### src/rtl/axis_rr_arbiter.sv
// axis_rr_arbiter: packet-granular round-robin AXI4-Stream arbiter.
// A grant is held from the first beat through TLAST; TID carries the source.
module axis_rr_arbiter #(
   parameter int NUM_SRC    = 4,
   parameter int DATA_WIDTH = 32,
   parameter int ID_WIDTH   = 2
) (
   input  logic                          aclk,
   input  logic                          aresetn,
   input  logic [NUM_SRC*DATA_WIDTH-1:0] s_axis_tdata,
   input  logic [NUM_SRC-1:0]            s_axis_tvalid,
   input  logic [NUM_SRC-1:0]            s_axis_tlast,
   output logic [NUM_SRC-1:0]            s_axis_tready,
   output logic [DATA_WIDTH-1:0]         m_axis_tdata,
   output logic                          m_axis_tvalid,
   output logic                          m_axis_tlast,
   output logic [ID_WIDTH-1:0]           m_axis_tid,
   input  logic                          m_axis_tready,
   output logic                          busy,
   output logic [ID_WIDTH-1:0]           grant_idx,
   output logic [15:0]                   pkt_count
);

   typedef enum logic {IDLE, BUSY} state_t;

   localparam logic [ID_WIDTH-1:0] LAST_IDX = ID_WIDTH'(NUM_SRC - 1);

   state_t                state;
   state_t                state_nxt;
   logic [ID_WIDTH-1:0]   rr_ptr;
   logic [ID_WIDTH-1:0]   pick;
   logic [NUM_SRC-1:0]    req_rot;
   logic                  found;
   logic                  sel_valid;
   logic                  sel_last;
   logic [DATA_WIDTH-1:0] sel_data;
   logic                  eop;

   // Rotate requests so bit k is source (rr_ptr + k) mod NUM_SRC.
   always_comb begin
      req_rot = NUM_SRC'({s_axis_tvalid, s_axis_tvalid} >> rr_ptr);
      found   = 1'b0;
      pick    = '0;
      for (int k = 0; k < NUM_SRC; k++) begin
         if (!found && req_rot[k]) begin
            found = 1'b1;
            pick  = ID_WIDTH'((int'(rr_ptr) + k) % NUM_SRC);
         end
      end
   end

   always_comb begin
      sel_valid = 1'b0;
      sel_last  = 1'b0;
      sel_data  = '0;
      for (int i = 0; i < NUM_SRC; i++) begin
         if (grant_idx == ID_WIDTH'(i)) begin
            sel_valid = s_axis_tvalid[i];
            sel_last  = s_axis_tlast[i];
            sel_data  = s_axis_tdata[i*DATA_WIDTH +: DATA_WIDTH];
         end
      end
   end

   assign busy = (state == BUSY);

   always_comb begin
      m_axis_tvalid = busy & sel_valid;
      m_axis_tlast  = busy & sel_last;
      m_axis_tdata  = busy ? sel_data : '0;
      m_axis_tid    = busy ? grant_idx : '0;
      s_axis_tready = '0;
      for (int i = 0; i < NUM_SRC; i++) begin
         s_axis_tready[i] = busy && (grant_idx == ID_WIDTH'(i))
                            && m_axis_tready;
      end
   end

   assign eop = m_axis_tvalid & m_axis_tready & m_axis_tlast;

   always_comb begin
      state_nxt = state;
      unique case (state)
         IDLE: if (found) state_nxt = BUSY;
         BUSY: if (eop)   state_nxt = IDLE;
      endcase
   end

   always_ff @(posedge aclk) begin
      if (!aresetn) begin
         state     <= IDLE;
         grant_idx <= '0;
         rr_ptr    <= '0;
         pkt_count <= '0;
      end else begin
         state <= state_nxt;
         if (state == IDLE && found) begin
            grant_idx <= pick;
         end
         // The finishing source drops to lowest priority.
         if (eop) begin
            rr_ptr    <= (grant_idx == LAST_IDX) ? '0
                         : grant_idx + ID_WIDTH'(1);
            pkt_count <= pkt_count + 16'd1;
         end
      end
   end

endmodule

### config.mk
export PLATFORM = sky130hd
export DESIGN_NAME = axis_rr_arbiter
export DESIGN_NICKNAME = d
export VERILOG_FILES = /design/src/rtl/axis_rr_arbiter.sv
export SDC_FILE = /design/constraint.sdc
export NUM_CORES = 1
export LEC_CHECK = 0
export CORE_ASPECT_RATIO = 0.8
export CORE_MARGIN = 4
export CORE_UTILIZATION = 34
export DETAILED_ROUTE_END_ITERATION = 7
export PLACE_DENSITY_LB_ADDON = 0.12
export SYNTH_ARGS = -nofsm -noshare
export SYNTH_HDL_FRONTEND = slang
export SYNTH_SLANG_ARGS = --single-unit
export TNS_END_PERCENT = 100
### constraint.sdc
create_clock -name aclk -period 5.9 [get_ports aclk]
set_clock_uncertainty 0.05 [all_clocks]
set_input_delay 1.18 -clock aclk [delete_from_list [all_inputs] [get_ports aclk]]
set_output_delay 1.18 -clock aclk [all_outputs]
set_load 0.01 [all_outputs]
* Yosys cells after proc, flatten, opt, wreduce, memory -nomap -nowiden
Cells that the tools add are included.
Widths: inputs -> output; s select.
** Cells by class
- $add $sub $neg :: 5
- Eq/ne operators :: 3
- Shift operators :: 1
- Multiplexer cells :: 26
- Bitwise gates (word level) :: 5
- Reduce and logical (&&, ||, !) cells :: 16
** Operators with widths (number)
- $mux 32 :: 5
- $add 16x1->16 const B :: 1
- $mux 1 :: 14
- $logic_and 1x1->1 :: 12
- $mux 2 :: 6
- $shr 8x2->4 :: 1
- $add 2x1->2 const B :: 2
- $add 2x2->2 const B :: 2
- $and 1x1->1 :: 4
- $eq 2x2->1 const B :: 2
- $logic_not 1->1 :: 3
- $eq 2x1->1 const B :: 1
- $logic_not 2->1 :: 1
- $pmux 1 s2 :: 1
- $not 1->1 :: 1
** Storage, ports and cells
- Register bits :: 21
- Input port bits :: 139
- Output and inout port bits :: 59
- Word-level logic and storage cells :: 60

* Logic depth before layout (Yosys ltp)
- Depth after elaboration :: 13
- Gate-level depth with buffers :: 10
- Gate-level depth less buffers :: 7

* Worst setup path before layout
OpenSTA, ideal clock, no wires.
- Path kind :: input -> output
- Start :: input s_axis_tlast[1]
- End :: output m_axis_tlast
- Data arrival time :: 1.826 ns
- Required time :: 4.670 ns
- Setup slack :: 2.844 ns
- Cell stages on the path :: 3
- Buffers on the path :: 0
- Cells stage by stage :: a21oi_1 > a2111oi_4 > or2_2
** Between the ends
- Longest elaborated chain between the ends :: 4
** RTL lines
- start, declared :: line 12 : input logic [NUM_SRC-1:0] s_axis_tlast,
- $mux 1 (3 in series) :: line 57 : if (grant_idx == ID_WIDTH'(i)) begin
- $and 1x1->1 :: line 69 : m_axis_tlast = busy & sel_last;
- end, declared :: line 16 : output logic m_axis_tlast,
No other way between the ends.

* Worst setup path after layout
- Start :: register grant_idx[0]
- End :: output m_axis_tlast
** Between the ends
- Longest elaborated chain between the ends :: 6
- Elaborated cells on any way between the ends :: 9
- Those cells by class :: eq/ne: 3; mux: 4; bitwise: 1; reduce/logical: 1
** RTL lines
- start, declared :: line 20 : output logic [ID_WIDTH-1:0] grant_idx,
- start signal, assigned :: line 98 : grant_idx <= pick;
- $logic_not 2->1 :: line 57
- $mux 1 (3 in series) :: line 57
- $mux 1 (*) :: line 57
- $and 1x1->1 (*) :: line 69
Mark *: on every way between the ends. The rest lies on a longest branch, timed or not.

==> metrics <==
outcome completed; first-pass GRT wire length approximately 15 mm; sequential share of the synthesized area 18.88%; Clock Path Buffers 2; Ports slightly below 200; CP arrival 3020 ps; post-route cell area 4274 sq um; number of I/O port buffers 197; GRT Resource Usage Total 22.68%; area leader, netlist dfxtp_1; antenna cells 0; hold depth 2; Residual DRC 0; GR Util met2 between 30% and 40%; post_cts resized 0; synthesis-to-layout area growth 91.91%; delay-heaviest family, CP adder cells; pin count of the biggest net entering global routing 70; worst path cell trace inv_1 -> ha_2 -> a21oi_1 -> a2111oi_4 -> or2_2 -> clkdlybuf4s50_1; DR WL/cell 16.41 um; layout cells sized above 1 3.137%; Data required, critical path 4670 ps; Die Y 80.39 um; CTS tree built; RSZ-0062 raised after global routing false; R2R cell count 7; placed cell count 590; final total power approximately 520 uW; worst r2r dst pkt_count[13]; most frequent cells in the layout 197 x clkdlybuf4s50_1, 51 x a21oi_1, 43 x nor2_1; pwr dens 122.1 nW/um^2; Avg Cell Area, Syn around 6.6 sq um; VDD IR max between 0.00008 and 0.00009 V; Max Transition Viols Final 0; Initial Utilization 34.93%; vias 3,204; share of the synthesized area in the top cell type 18.88%; Max transition margin 26.21%; ANT nets after route 0; Worst-Margin Slew between 1000 and 1500 ps; Crit Path Class reg2out; Area contributors post-synth dfxtp_1 19%, a221oi_1 12%, a21oi_1 11%; register bit total from synthesis 21; worst-path maximum fanout 69; vias in the first global route 3,112; layer with the highest usage met2; CTS Hold Buffers Added 0; Core Region 6376 sq um; Final nets 655; Die ar. 7917 sq um; Worst Hold Launch pkt_count[15]; setup TNS 0 ps; Worst-path clk slew 80 ps; vias per inst 5.394; Post-CTS Repair Setup Buffers 0; post-synth cell types 39; initial antenna violation count 0; post-synth net total 479; worst reg2reg startpoint grant_idx[0]; Final GP Congestion 0.9014; synthesized instance count between 300 and 400; Final setup violation count 0; Num CTS Buffers 3; grt ovf 0; fmax 0.2350 GHz; Endpoint, Worst Hold pkt_count[15]; Die X 98.49 um; critical path capture point type output pin; Final Hold Vio Count 0; Final Non-Filler Cells 594; Worst path slowest cell ha_2; HP Class reg2reg; clk sinks 21; Root Buffer clkbuf_8; clock insertion delay at the later pin of the skew report around 260 ps; routed wire length 9.749 mm; Placed Area 4228 sq um; row count 26; Crit path buffers/inverters 2; met3 usage 6.944%; met1 Use GR 27.28%; Largest stage delay, worst path 940 ps; most common cell after layout, fill and taps aside clkdlybuf4s50_1; DRT Pass-1 Iters 4; Pleak 0.001502 uW; CTS H-tree lvls 1; Mapped Area about 2200 sq um; Reg area between 400 and 500 sq um; multi-input logic area between 1500 and 2000 sq um; Critical Path Start Type flip-flop; fillers 563; Final min period 4255 ps; r2r setup slk about 2600 ps; final worst path period share between 70 and 80%; Synth Warn # 0; max_cap viols 0; violation count after the first detailed-route iteration 173; Detailed Place HPWL 7.370 mm
## registers in the layout, indices dropped and copies added, names as in the netlist
signal / count
busy: 1
grant_idx: 2
pkt_count: 16
rr_ptr: 2
## worst max-delay path by stage
stage | depth (start not counted) | start | slack [ps] | endpoint
after floorplan | 3 | s_axis_tlast[1] | 2840 | m_axis_tlast
after global placement | 5 | s_axis_tlast[1] | 1830 | m_axis_tlast
after detailed placement | 5 | s_axis_tlast[1] | 1780 | m_axis_tlast
after CTS | 6 | grant_idx[0] | 1630 | m_axis_tlast
after global routing | 6 | grant_idx[0] | 1410 | m_axis_tlast
final | 6 | grant_idx[0] | 1650 | m_axis_tlast
## cell type report
class,count,share of cell area (%)
tap,84,2.459
clock inverter,1,0.1171
inverter,10,0.8782
clock buffer,3,0.9660
sequential,21,9.836
multi-input combinational,273,38.73
timing repair buffer,202,47.01
## where the power goes
part / internal [uW] / switching [uW]
clock: 47.1 / 48.7
combinational: 170 / 109
sequential: 143 / 3.56
## metrics by stage
stage	setup WS (ps)	hold WS (ps)	utilization, %
after floorplan	2844	403.2	-
after global placement	1830	406.6	66.31
after detailed placement	1785	413.8	66.31
after CTS	1625	431.6	67.03
after global routing	1411	471.7	67.03
final	1645	429.6	67.03
## tightest hold or removal path: cells and delay by family (launching register included)
kind / cells / cell delay (ps)
AND/OR/NAND/NOR: 1 / 50
multiplexers: 1 / 60
flip-flops: 1 / 330
## synthesized netlist by cell type
cell	instances
a21oi_1	51
a2111oi_4	1
o221ai_1	1
a2111oi_0	1
buf_1	2
o21ai_1	3
o31ai_1	5
ha_1	5
xor2_1	1
nand2b_1	4
o21ai_0	5
or3_1	8
nor3_1	32
a221oi_1	31
or4_1	5
clkbuf_1	25
a31oi_1	1
nor2b_1	35
nand3_1	4
a21o_1	1
nand2_1	8
o2111ai_1	1
nor3b_1	1
xnor2_1	1
nand4_1	4
nand3b_1	3
mux2i_1	3
o211ai_1	1
and4_1	2
dfxtp_1	21
buf_2	4
a211oi_2	1
nor2_1	43
a211oi_1	1
and2_1	2
or2_2	2
inv_1	10
and3_1	5
o22ai_1	1
## cell families (layout without fill, tap and decap cells)
family | after synthesis | count (layout) | share of synthesized area, %
compound gates | 105 | 105 | 31.69
xor+xnor | 2 | 2 | 0.7867
fa+ha+maj | 5 | 5 | 2.809
flops | 21 | 21 | 18.88
simple gates | 158 | 158 | 37.36
buf+inv | 41 | 216 | 7.135
mux | 3 | 3 | 1.348
## per-layer routing
metal,up-vias,part of all wire [%]
met5,-,0
met4,0,2.4
met3,20,7.9
met2,142,48
met1,1454,42
li1,1588,-
Power figures use the tool's default switching activity.
